**config.mk**
```make
export PLATFORM = sky130hd
export DESIGN_NAME = flop_write_arbiter
export DESIGN_NICKNAME = d
export VERILOG_FILES = /design/src/rtl/flop_write_arbiter.sv
export SDC_FILE = /design/constraint.sdc
export NUM_CORES = 1
export LEC_CHECK = 0
export BUFFER_PORTS_ARGS = -buffer_cell sky130_fd_sc_hd__buf_2
export CORE_ASPECT_RATIO = 0.8
export CORE_MARGIN = 8
export CORE_UTILIZATION = 40
export DETAILED_ROUTE_END_ITERATION = 16
export PLACE_DENSITY_LB_ADDON = 0.12
export SYNTH_ARGS = -nofsm -noshare
export SYNTH_HDL_FRONTEND = slang
export SYNTH_SLANG_ARGS = --single-unit
```
**constraint.sdc**
```tcl
create_clock -name clk -period 2.1 [get_ports clk]
set_input_delay 0.105 -clock clk [delete_from_list [all_inputs] [get_ports clk]]
set_output_delay 0.105 -clock clk [all_outputs]
set_load 0.01 [all_outputs]
```
**src/rtl/flop_write_arbiter.sv**
```systemverilog
// flop_write_arbiter: round-robin arbiter that grants one requester at a time
// write access to a shared enabled register. A granted requester may keep
// the grant for up to MAXBURST consecutive writes by holding lock. Every
// grant is followed by at least one idle arbitration cycle.
module flop_write_arbiter #(
    parameter int WIDTH    = 8,
    parameter int NREQ     = 4,
    parameter int MAXBURST = 4
) (
    input  logic                     clk,
    input  logic                     reset_n,
    input  logic [NREQ-1:0]          req,
    input  logic [NREQ-1:0]          lock,
    input  logic [NREQ*WIDTH-1:0]    wdata,
    output logic [NREQ-1:0]          gnt,
    output logic [$clog2(NREQ)-1:0]  gnt_id,
    output logic                     busy,
    output logic                     en,
    output logic [WIDTH-1:0]         d
);

    localparam int IDW = $clog2(NREQ);
    localparam int CW  = $clog2(MAXBURST + 1);

    typedef enum logic {
        IDLE,
        GRANT
    } state_t;

    state_t           state, state_nx;
    logic [NREQ-1:0]  gnt_nx;
    logic [IDW-1:0]   gnt_id_nx;
    logic [IDW-1:0]   ptr, ptr_nx;
    logic [CW-1:0]    burst_cnt, burst_cnt_nx;
    logic             pick_valid;
    logic [IDW-1:0]   pick_id;

    // Find the first requesting index at or above ptr, wrapping modulo NREQ;
    // scanning offsets from high to low lets the smallest offset win.
    always_comb begin
        int             idx;
        logic [IDW-1:0] sel;
        pick_valid = 1'b0;
        pick_id    = '0;
        idx        = 0;
        sel        = '0;
        for (int k = NREQ - 1; k >= 0; k--) begin
            idx = int'(ptr) + k;
            if (idx >= NREQ) begin
                idx = idx - NREQ;
            end
            sel = IDW'(idx);
            if (req[sel]) begin
                pick_valid = 1'b1;
                pick_id    = sel;
            end
        end
    end

    // Next-state logic: arbitrate in IDLE, extend or release the burst in GRANT.
    always_comb begin
        state_nx     = state;
        gnt_nx       = gnt;
        gnt_id_nx    = gnt_id;
        ptr_nx       = ptr;
        burst_cnt_nx = burst_cnt;
        case (state)
            IDLE: begin
                gnt_nx = '0;
                if (pick_valid) begin
                    gnt_nx       = NREQ'(1) << pick_id;
                    gnt_id_nx    = pick_id;
                    burst_cnt_nx = CW'(1);
                    state_nx     = GRANT;
                end
            end
            GRANT: begin
                if (req[gnt_id] && lock[gnt_id] && (burst_cnt < CW'(MAXBURST))) begin
                    burst_cnt_nx = burst_cnt + CW'(1);
                end else begin
                    gnt_nx       = '0;
                    burst_cnt_nx = '0;
                    state_nx     = IDLE;
                    if (gnt_id == IDW'(NREQ - 1)) begin
                        ptr_nx = '0;
                    end else begin
                        ptr_nx = gnt_id + IDW'(1);
                    end
                end
            end
            default: begin
                gnt_nx       = '0;
                burst_cnt_nx = '0;
                state_nx     = IDLE;
            end
        endcase
    end

    // State register; reset drops any grant in flight immediately.
    always_ff @(posedge clk or negedge reset_n) begin
        if (!reset_n) begin
            state     <= IDLE;
            gnt       <= '0;
            gnt_id    <= '0;
            ptr       <= '0;
            burst_cnt <= '0;
        end else begin
            state     <= state_nx;
            gnt       <= gnt_nx;
            gnt_id    <= gnt_id_nx;
            ptr       <= ptr_nx;
            burst_cnt <= burst_cnt_nx;
        end
    end

    // Write data steered by the registered one-hot grant; zero when idle.
    always_comb begin
        d = '0;
        for (int i = 0; i < NREQ; i++) begin
            if (gnt[i]) begin
                d = d | wdata[i*WIDTH +: WIDTH];
            end
        end
    end

    assign en   = |gnt;
    assign busy = (state == GRANT);

endmodule

```
==> impl_metrics.py, run 1 <==
metrics = {
    "setup_path": {
        "worst-path-buf-inv": 0,
        "cp.arrival_ns": 1.85,
        "required_ns": 2.25,
        "rrSetupSlack_ns": 0.40,
        "r2r-start": "gnt_id[0]",
        "slowest_stage": "dfrtp_1",
        "worst_r2r_endpoint": "ptr[0]",
        "worst_setup_path_start_kind": "register",
        "cp-end-kind": "register",
        "max_stage_delay_ns": 0.45,
        "cp_top_family": "compound AO/OA/AOI/OAI gates",
        "reg2reg_depth": 4,
        "crit_fanout": 8,
        "worstPathCellList": "and2_1 -> a221o_1 -> o21ai_1 -> mux2_2",
        "crit_type": "reg -> reg",
    },
    "power": {
        "finalPower_uw": 1510,
        "p_per_area_nw_per_um2": 1320,
        "p_leak_uw": 0.000626,
        "peakVddDrop_mv": 0.855,
    },
    "timing": {
        "finalCritPeriodShare_pct": 81.0,
        "fin_skew_ns": 0.000434,
        "rsz0062_at_grt": "no",
        "max_freq_ghz": 0.588,
        "finalHoldViolCount": 0,
        "setup_viol": 0,
        "slew_headroom_pct": 71.1,
        "slew_violations": 0,
        "period_needed_ns": 1.70,
        "worst_pin_slew_ns": 0.432,
        "setup_tns_ns": 0,
    },
    "drt": {
        "drt-initial-drc-count": 39,
        "vias": 863,
        "drt_first_pass_iters": 4,
        "wl_per_cell_um": 15.6,
        "postRouteAntennaNets": 0,
        "drt-total-wl_um": 2580,
        "viasPerCell": 5.23,
        "drc": 0,
    },
    "status": {
        "status": "finished clean",
    },
    "die": {
        "die_x_um": 66.2,
        "rows": 14,
        "die_h_um": 56.1,
        "io_pins": 58,
        "core_region_area_sq_um": 1890,
        "die_area_sq_um": 3720,
        "start_util_pct": 42.6,
    },
    "global_route": {
        "grt_pass1_wl_um": 4260,
        "grt_pass1_vias": 876,
        "antenna_found_initial": 0,
        "track_usage_pct": 14.3,
        "grt_max_degree": 13,
        "overflow": 0,
    },
    "worst_hold_path": {
        "min_path_type": "in -> async",
    },
    "yosys": {
        "synth_nets": 127,
        "ys_ff_latch": 12,
        "yosys_warnings": 0,
        "synthCells": 83,
        "yosysUniqueCellTypes": 30,
        "ys_seq_area_share_pct": 37.3,
        "avgSynthCellArea_sq_um": 9.71,
        "netlist_area_sq_um": 806,
    },
    "cells_and_area": {
        "seq_area_sq_um": 300,
        "drive_gt1_share_pct": 48.2,
        "num_antenna_cells": 0,
        "fillCellCount": 179,
        "final_nets": 187,
        "multi_input_area_sq_um": 483,
        "area_growth_pct": 42.2,
    },
    "flow_run": {
        "cap_violations": 0,
    },
    "clock_tree": {
        "numCtsBuffers": 3,
        "cts.path.max_buffers": 2,
        "cts.sinks": 12,
        "worst_skew_pair.late_latency_ns": 0.26,
        "cts_setup_buffers": 0,
        "path_clk_slew_ns": 0.06,
        "cts_tree": "built",
        "htree_levels": 1,
        "cts_root_buf": "clkbuf_4",
    },
    "place": {
        "io_buffers": 57,
        "place_congestion": 0.824,
        "dp_hpwl_um": 2170,
    },
}
-- per-layer routing --
metal	global-route usage (%)	share of wire [%]	up-vias
li1	-	-	446
met1	16.7	40	395
met2	23.8	52	20
met3	6.04	7.0	2
met4	1.82	0.35	0
met5	0	0	-
-- per-stage QoR --
step	cell area, sq um	setup WS (ns)	cells	util, %	hold WS [ns]
floorplan	806	0.489	83	-	-0.191
finish	1150	0.399	165	60.6	0.239
global route	1150	0.349	165	60.6	0.245
CTS	1150	0.403	165	60.6	0.238
global placement	1110	0.475	161	58.9	-0.0121
detailed placement	1110	0.422	161	58.9	-0.00708
-- timing repair --
action | CTS | global route
hold buffers | 1 | 0
endpoints found under the hold margin | 12 | 0
resized for setup | 0 | 0
-- report_power, final --
part	total, uW	internal (uW)	switching, uW	leakage (uW)
sequential	518	329	190	0.000152
clock	131	66.3	64.8	0.0000138
combinational	863	443	420	0.000460
-- how the worst max path moves through the flow --
stage              start  depth (start not counted)      to
2_1_floorplan  gnt_id[0]                          4  ptr[0]
3_3_place_gp   gnt_id[0]                          4  ptr[0]
3_5_place_dp   gnt_id[0]                          4  ptr[1]
4_1_cts        gnt_id[0]                          4  ptr[0]
5_1_grt        gnt_id[0]                          4  ptr[1]
6_report       gnt_id[0]                          4  ptr[0]
-- placed cells by master, fill, tap and decap left out, types with 2 or more instances in the layout --
cell type and count:
buf_2 57, a22oi_1 16, nand2_1 12, dfrtp_1 12, mux2_2 3, a22o_1 3
clkbuf_4 3, nor2b_1 2, and2_1 2, a221o_1 2, mux2i_1 2, inv_1 2
o21ai_0 2, nor2_1 2, a21oi_1 2, ha_1 2
-- kinds of logic after synthesis --
family | Yosys count | synth area share, %
simple gates | 26 | 17.9
flops | 12 | 37.3
mux | 5 | 6.68
compound gates | 32 | 32.3
fa+ha+maj | 2 | 3.11
buf+inv | 6 | 2.79
-- sequential cells by signal (all words and copies together), names as in the netlist --
signal	count
gnt	4
burst_cnt	3
gnt_id	2
ptr	2
busy	1
-- final cells by class --
cell class                 count  area share [%]
sequential                    12            26.2
clock buffer                   3            1.97
timing repair buffer          59            26.4
tap                           24            2.62
multi-input combinational     65            42.1
inverter                       2           0.655
-- cells in the mapped netlist --
master	number	area, sq um
a21bo_1	1	10.0
a21oi_1	2	10.0
a221o_1	2	20.0
a22o_1	3	26.3
a22oi_1	16	120
a311oi_2	1	15.0
a32o_1	1	10.0
and2_1	2	12.5
and2b_1	1	7.51
and3b_1	1	8.76
clkbuf_1	4	15.0
dfrtp_1	12	300
ha_1	2	25.0
inv_1	2	7.51
mux2_2	3	33.8
mux2i_1	2	20.0
nand2_1	12	45.0
nor2_1	2	7.51
nor2b_1	2	12.5
nor3_1	1	5.00
nor3b_1	1	7.51
nor3b_2	1	12.5
nor4_1	1	6.26
o21ai_0	2	10.0
o21ai_1	1	5.00
o2bb2a_1	1	10.0
o2bb2ai_1	1	8.76
o2bb2ai_2	1	15.0
or3_4	1	11.3
or4_1	1	7.51
Power figures use the tool's default switching activity.
==> run 2, diff against run 1 <==
==> constraint.sdc (replaced) <==
create_clock -name clk -period 1.6 [get_ports clk]
set_input_delay 0.08 -clock clk [delete_from_list [all_inputs] [get_ports clk]]
set_output_delay 0.08 -clock clk [all_outputs]
set_load 0.01 [all_outputs]
==> run 2 against run 1 <==
Compared with the run above:
- the run now ends with setup timing left
- first-iteration DRC count decreased by 10%
- sequential power increased by 21%
- clock-buffer cell count increased by 1
- combinational power increased by 67%
- cell count increased by 4.8%
- fmax increased by 5.3%
==> impl_metrics.py, run 2 (synthesis results as in run 1) <==
metrics = {
    "clock_tree": {
        "numCtsBuffers": 3,
        "path_clk_slew_ns": 0.07,
        "htree_levels": 1,
        "cts_tree": "built",
        "worst_skew_pair.late_latency_ns": 0.28,
        "cts_root_buf": "clkbuf_4",
        "cts.path.max_buffers": 2,
        "cts.sinks": 12,
    },
    "drt": {
        "drt_first_pass_iters": 4,
        "vias": 925,
        "wl_per_cell_um": 16.3,
        "drt-total-wl_um": 2820,
        "drt-initial-drc-count": 35,
        "viasPerCell": 5.35,
        "drc": 0,
        "postRouteAntennaNets": 0,
    },
    "place": {
        "io_buffers": 57,
        "dpl_cell_area_sq_um": 1160,
        "dp_hpwl_um": 2320,
        "dpl.cell_count": 167,
        "place_congestion": 0.804,
    },
    "timing": {
        "max_freq_ghz": 0.619,
        "worst_pin_slew_ns": 0.377,
        "finalCritPeriodShare_pct": 101,
        "rsz0062_at_grt": "yes",
        "setup_tns_ns": -0.0227,
        "worst_slack_ns": -0.0147,
        "hold_ws_ns": 0.211,
        "slew_headroom_pct": 74.8,
        "finalHoldViolCount": 0,
        "setup_viol": 2,
        "fin_skew_ns": 0.00653,
        "slew_violations": 0,
        "period_needed_ns": 1.61,
    },
    "setup_path": {
        "worstPathCellList": "and2_1 -> a221o_1 -> o21ai_4 -> mux2_4",
        "cp_top_family": "compound AO/OA/AOI/OAI gates",
        "slowest_stage": "dfrtp_1",
        "worst-path-buf-inv": 0,
        "max_stage_delay_ns": 0.43,
        "crit_type": "reg -> reg",
        "cp.arrival_ns": 1.77,
        "crit_fanout": 6,
        "worst_setup_path_start_kind": "register",
        "required_ns": 1.76,
        "cp-end-kind": "register",
    },
    "cells_and_area": {
        "final_core_util_pct": 65.7,
        "area_growth_pct": 54.3,
        "fillCellCount": 161,
        "num_antenna_cells": 0,
        "multi_input_area_sq_um": 513,
        "final_nets": 194,
        "top_register": "gnt",
        "finalNonFillerCells": 173,
        "final_common_cell": "buf_2",
        "stdcell_area_sq_um": 1240,
        "drive_gt1_share_pct": 52.3,
        "seq_area_sq_um": 302,
        "layout_common_cells": "buf_2, a22oi_1, nand2_1",
        "largest_register_ffs": 4,
        "reg_top3": "gnt (4), burst_cnt (3)",
    },
    "die": {
        "start_util_pct": 42.6,
        "core_region_area_sq_um": 1890,
        "die_area_sq_um": 3720,
        "rows": 14,
        "die_h_um": 56.1,
        "io_pins": 58,
        "die_x_um": 66.2,
    },
    "power": {
        "p_leak_uw": 0.000680,
        "p_per_area_nw_per_um2": 1850,
        "seq_power_share_pct": 27.2,
        "clkPwrFrac_pct": 10.3,
        "p_sw_uw": 992,
        "peakVddDrop_mv": 1.32,
        "swShare_pct": 43.0,
        "power_frac_comb_pct": 62.5,
        "intPower_uw": 1310,
    },
    "flow_run": {
        "cap_violations": 0,
    },
    "global_route": {
        "antenna_found_initial": 0,
        "grt_pass1_vias": 984,
        "overflow": 0,
        "track_usage_pct": 15.2,
        "grt_pass1_wl_um": 4550,
        "grt_max_degree": 13,
    },
    "status": {
        "violations": "setup timing",
        "status": "finished, violations left",
    },
    "worst_hold_path": {
        "min_path_type": "in -> async",
    },
}
[run 2: cell count changes in the layout (fill, tap and decap cells not counted)]
cell	delta
clkbuf_8	+1
dfrtp_2	+1
o21ai_1	-1
mux2_4	+2
dfrtp_1	-1
a311oi_2	-1
a311oi_4	+1
mux2_2	-2
buf_4	+7
o21ai_4	+1
[run 2: path summary, 6_finish.rpt]
kind                              startpoint            to  slack, ns  cells past startpoint
worst max-delay path               gnt_id[0]        ptr[0]      -0.01                      4
worst min-delay path                 reset_n        gnt[1]       0.21                      2
worst max register to register     gnt_id[0]        ptr[0]      -0.01                      4
worst min register to register  burst_cnt[2]  burst_cnt[2]       0.52                      1
max in group asynchronous            reset_n        gnt[2]       1.15                      2
min in group clk                      req[2]        gnt[1]       0.30                      4
[run 2: cell type report]
| type | instances | share of cell area, % |
|---|---|---|
| clock buffer | 4 | 2.92 |
| tap | 24 | 2.41 |
| timing repair buffer | 66 | 28.6 |
| sequential | 12 | 24.2 |
| multi-input combinational | 65 | 41.2 |
| inverter | 2 | 0.604 |
[run 2: routing by layer]
metal	vias to the layer above	track usage, %	share of wire, %
li1	458	-	-
met1	440	16.2	39
met2	21	27.4	54
met3	6	5.43	5.0
met4	0	3.65	1.9
met5	-	0	0
[run 2: through the flow]
stage	setup slack, ns	total power (uW)
finish	-0.0147	2310
global route	-0.0594	2500
CTS	0.0196	2210
detailed placement	0.0326	1960
global placement	0.0693	1920
floorplan	0.0353	1380
[run 2: power groups by stage]
stage / clock [uW] / sequential, uW / combinational (uW)
floorplan: 0 / 590 / 790
global placement: 0 / 610 / 1310
detailed placement: 0 / 618 / 1350
global route: 267 / 645 / 1590
CTS: 243 / 614 / 1350
finish: 238 / 627 / 1440
[run 2: what timing repair did]
action	CTS	global route
hold buffers	1	0
gates resized for setup	0	5
hold endpoints to repair	12	0
buffers inserted	0	1
endpoints found under the setup margin	0	3
==> run 3, diff against run 2 <==
--- a/config.mk
+++ b/config.mk
@@ -7,10 +7,11 @@
 export LEC_CHECK = 0
 export BUFFER_PORTS_ARGS = -buffer_cell sky130_fd_sc_hd__buf_2
 export CORE_ASPECT_RATIO = 0.8
-export CORE_MARGIN = 8
 export CORE_UTILIZATION = 40
 export DETAILED_ROUTE_END_ITERATION = 16
+export HOLD_SLACK_MARGIN = 0.06
 export PLACE_DENSITY_LB_ADDON = 0.12
+export SETUP_SLACK_MARGIN = 0.4
 export SYNTH_ARGS = -nofsm -noshare
 export SYNTH_HDL_FRONTEND = slang
 export SYNTH_SLANG_ARGS = --single-unit
==> run 3 against run 2 <==
Compared with the run above:
- the flow now finishes without violations
- combinational power rose by 40%
- setup slack improved by 0.024 ns
- register-to-register slack better by 0.02 ns
- largest cell class unchanged
==> impl_metrics.py, run 3 (synthesis results as in run 1) <==
metrics = {
    "status": {
        "status": "finished clean",
    },
    "drt": {
        "wl_per_cell_um": 15.8,
        "drt-total-wl_um": 2960,
        "vias": 1036,
        "postRouteAntennaNets": 0,
        "drc": 0,
        "drt_first_pass_iters": 4,
        "viasPerCell": 5.51,
        "drt-initial-drc-count": 32,
    },
    "setup_path": {
        "setup.worst_path.start": "ptr[1]",
        "required_ns": 1.81,
        "cp-end-kind": "register",
        "worst_r2r_endpoint": "gnt[3]",
        "reg2reg_depth": 5,
        "r2r-start": "ptr[1]",
        "max_stage_delay_ns": 0.44,
        "rrSetupSlack_ns": 0.009,
        "crit_type": "reg -> reg",
        "slowest_stage": "dfrtp_2",
        "crit_fanout": 4,
        "cp.arrival_ns": 1.80,
        "worst_setup_path_start_kind": "register",
        "worstPathCellList": "a21bo_1 -> a221o_1 -> buf_4 -> nor3_1 -> a22o_1",
    },
    "global_route": {
        "overflow": 0,
        "antenna_found_initial": 0,
        "grt_pass1_wl_um": 4200,
        "grt_pass1_vias": 921,
        "grt_max_degree": 13,
        "track_usage_pct": 26.1,
    },
    "power": {
        "peakVddDrop_mv": 1.20,
        "p_leak_uw": 0.000775,
        "seq_power_share_pct": 21.8,
        "p_sw_uw": 1150,
        "power_frac_comb_pct": 71.3,
        "p_per_area_nw_per_um2": 1910,
        "intPower_uw": 1690,
        "swShare_pct": 40.4,
        "clkPwrFrac_pct": 6.9,
        "finalPower_uw": 2840,
    },
    "die": {
        "start_util_pct": 42.6,
        "die_x_um": 52.2,
        "core_region_area_sq_um": 1890,
        "rows": 14,
        "die_area_sq_um": 2200,
        "io_pins": 58,
        "die_h_um": 42.1,
    },
    "timing": {
        "period_needed_ns": 1.59,
        "max_freq_ghz": 0.628,
        "setup_viol": 0,
        "finalHoldViolCount": 0,
        "finalCritPeriodShare_pct": 99.4,
        "worst_slack_ns": 0.00891,
        "rsz0062_at_grt": "yes",
        "slew_headroom_pct": 70.7,
        "fin_skew_ns": 0.00248,
        "setup_tns_ns": 0,
        "slew_violations": 0,
        "worst_pin_slew_ns": 0.439,
    },
    "cells_and_area": {
        "area_growth_pct": 84.2,
        "seq_area_sq_um": 304,
        "layout_common_cells": "buf_2, buf_6, buf_4",
        "final_nets": 209,
        "finalNonFillerCells": 188,
        "num_antenna_cells": 0,
        "largest_register_ffs": 4,
        "final_common_cell": "buf_2",
        "top_register": "gnt",
        "reg_top3": "gnt (4), burst_cnt (3)",
        "drive_gt1_share_pct": 66.5,
        "multi_input_area_sq_um": 588,
        "fillCellCount": 111,
        "stdcell_area_sq_um": 1480,
    },
    "place": {
        "place_congestion": 0.808,
        "io_buffers": 57,
        "place_ws_ns": -0.000129,
        "dp_hpwl_um": 1790,
        "dpl.cell_count": 167,
        "dpl_cell_area_sq_um": 1170,
    },
    "clock_tree": {
        "cts.sinks": 12,
        "numCtsBuffers": 3,
        "worst_skew_pair.late_latency_ns": 0.28,
        "cts_root_buf": "clkbuf_4",
        "cts_tree": "built",
        "htree_levels": 1,
        "path_clk_slew_ns": 0.07,
        "cts.path.max_buffers": 2,
    },
    "flow_run": {
        "cap_violations": 0,
    },
    "worst_hold_path": {
        "min_path_type": "in -> async",
    },
}
==> run 3: how the worst max path moves through the flow <==
stage	depth (start not counted)	slack, ns	endpoint
after floorplan	4	0.06	ptr[0]
after global placement	4	0.06	ptr[1]
after detailed placement	4	-0.0001	ptr[0]
after CTS	4	0.02	ptr[0]
after global routing	4	-0.05	ptr[0]
final	5	0.009	gnt[3]
==> run 3: metal layers <==
| layer | track usage, % | up-vias | wire length (um) | share of wire (%) |
|---|---|---|---|---|
| met3 | 4.35 | 10 | 117 | 3.9 |
| met2 | 45.1 | 36 | 1510 | 51 |
| met1 | 33.8 | 503 | 1230 | 42 |
| met5 | 0 | - | 0 | 0 |
| li1 | - | 487 | - | - |
| met4 | 6.32 | 0 | 100 | 3.4 |
==> run 3: worst max-delay path: cells and delay by family, from the launching register on <==
kind	cells	cell delay [ns]
buffers and inverters	1	0.16
AO/OA/AOI/OAI	3	0.73
AND/OR/NAND/NOR	1	0.19
flip-flops	1	0.44
==> run 3: final cells by class <==
type | count | area share [%]
Inverter | 2 | 0.506
Multi-Input combinational cell | 65 | 39.6
Sequential cell | 12 | 20.5
Timing Repair Buffer | 81 | 35.6
Tap cell | 24 | 2.02
Clock buffer | 4 | 1.77
==> run 3: timing repair <==
| item | CTS | global route |
|---|---|---|
| pin swaps | 6 | 3 |
| resized for setup | 23 | 11 |
| setup endpoints to repair | 21 | 25 |
| endpoints found under the hold margin | 12 | 0 |
| hold buffers | 1 | 0 |
| setup buffers | 10 | 4 |
| gates cloned | 2 | 0 |
==> run 3: through the flow <==
stage | hold WS [ns] | util [%]
finish | 0.206 | 78.4
global route | 0.233 | 78.4
CTS | 0.211 | 73.6
detailed placement | -0.0260 | 61.8
global placement | -0.0258 | 61.8
floorplan | -0.216 | -
==> run 3: power by group through the flow <==
stage	combinational [uW]	clock (uW)	sequential [uW]
after CTS	1770	201	606
after global routing	2150	216	633
after floorplan	826	0	596
after global placement	1330	0	596
after detailed placement	1340	0	610
final	2020	197	619
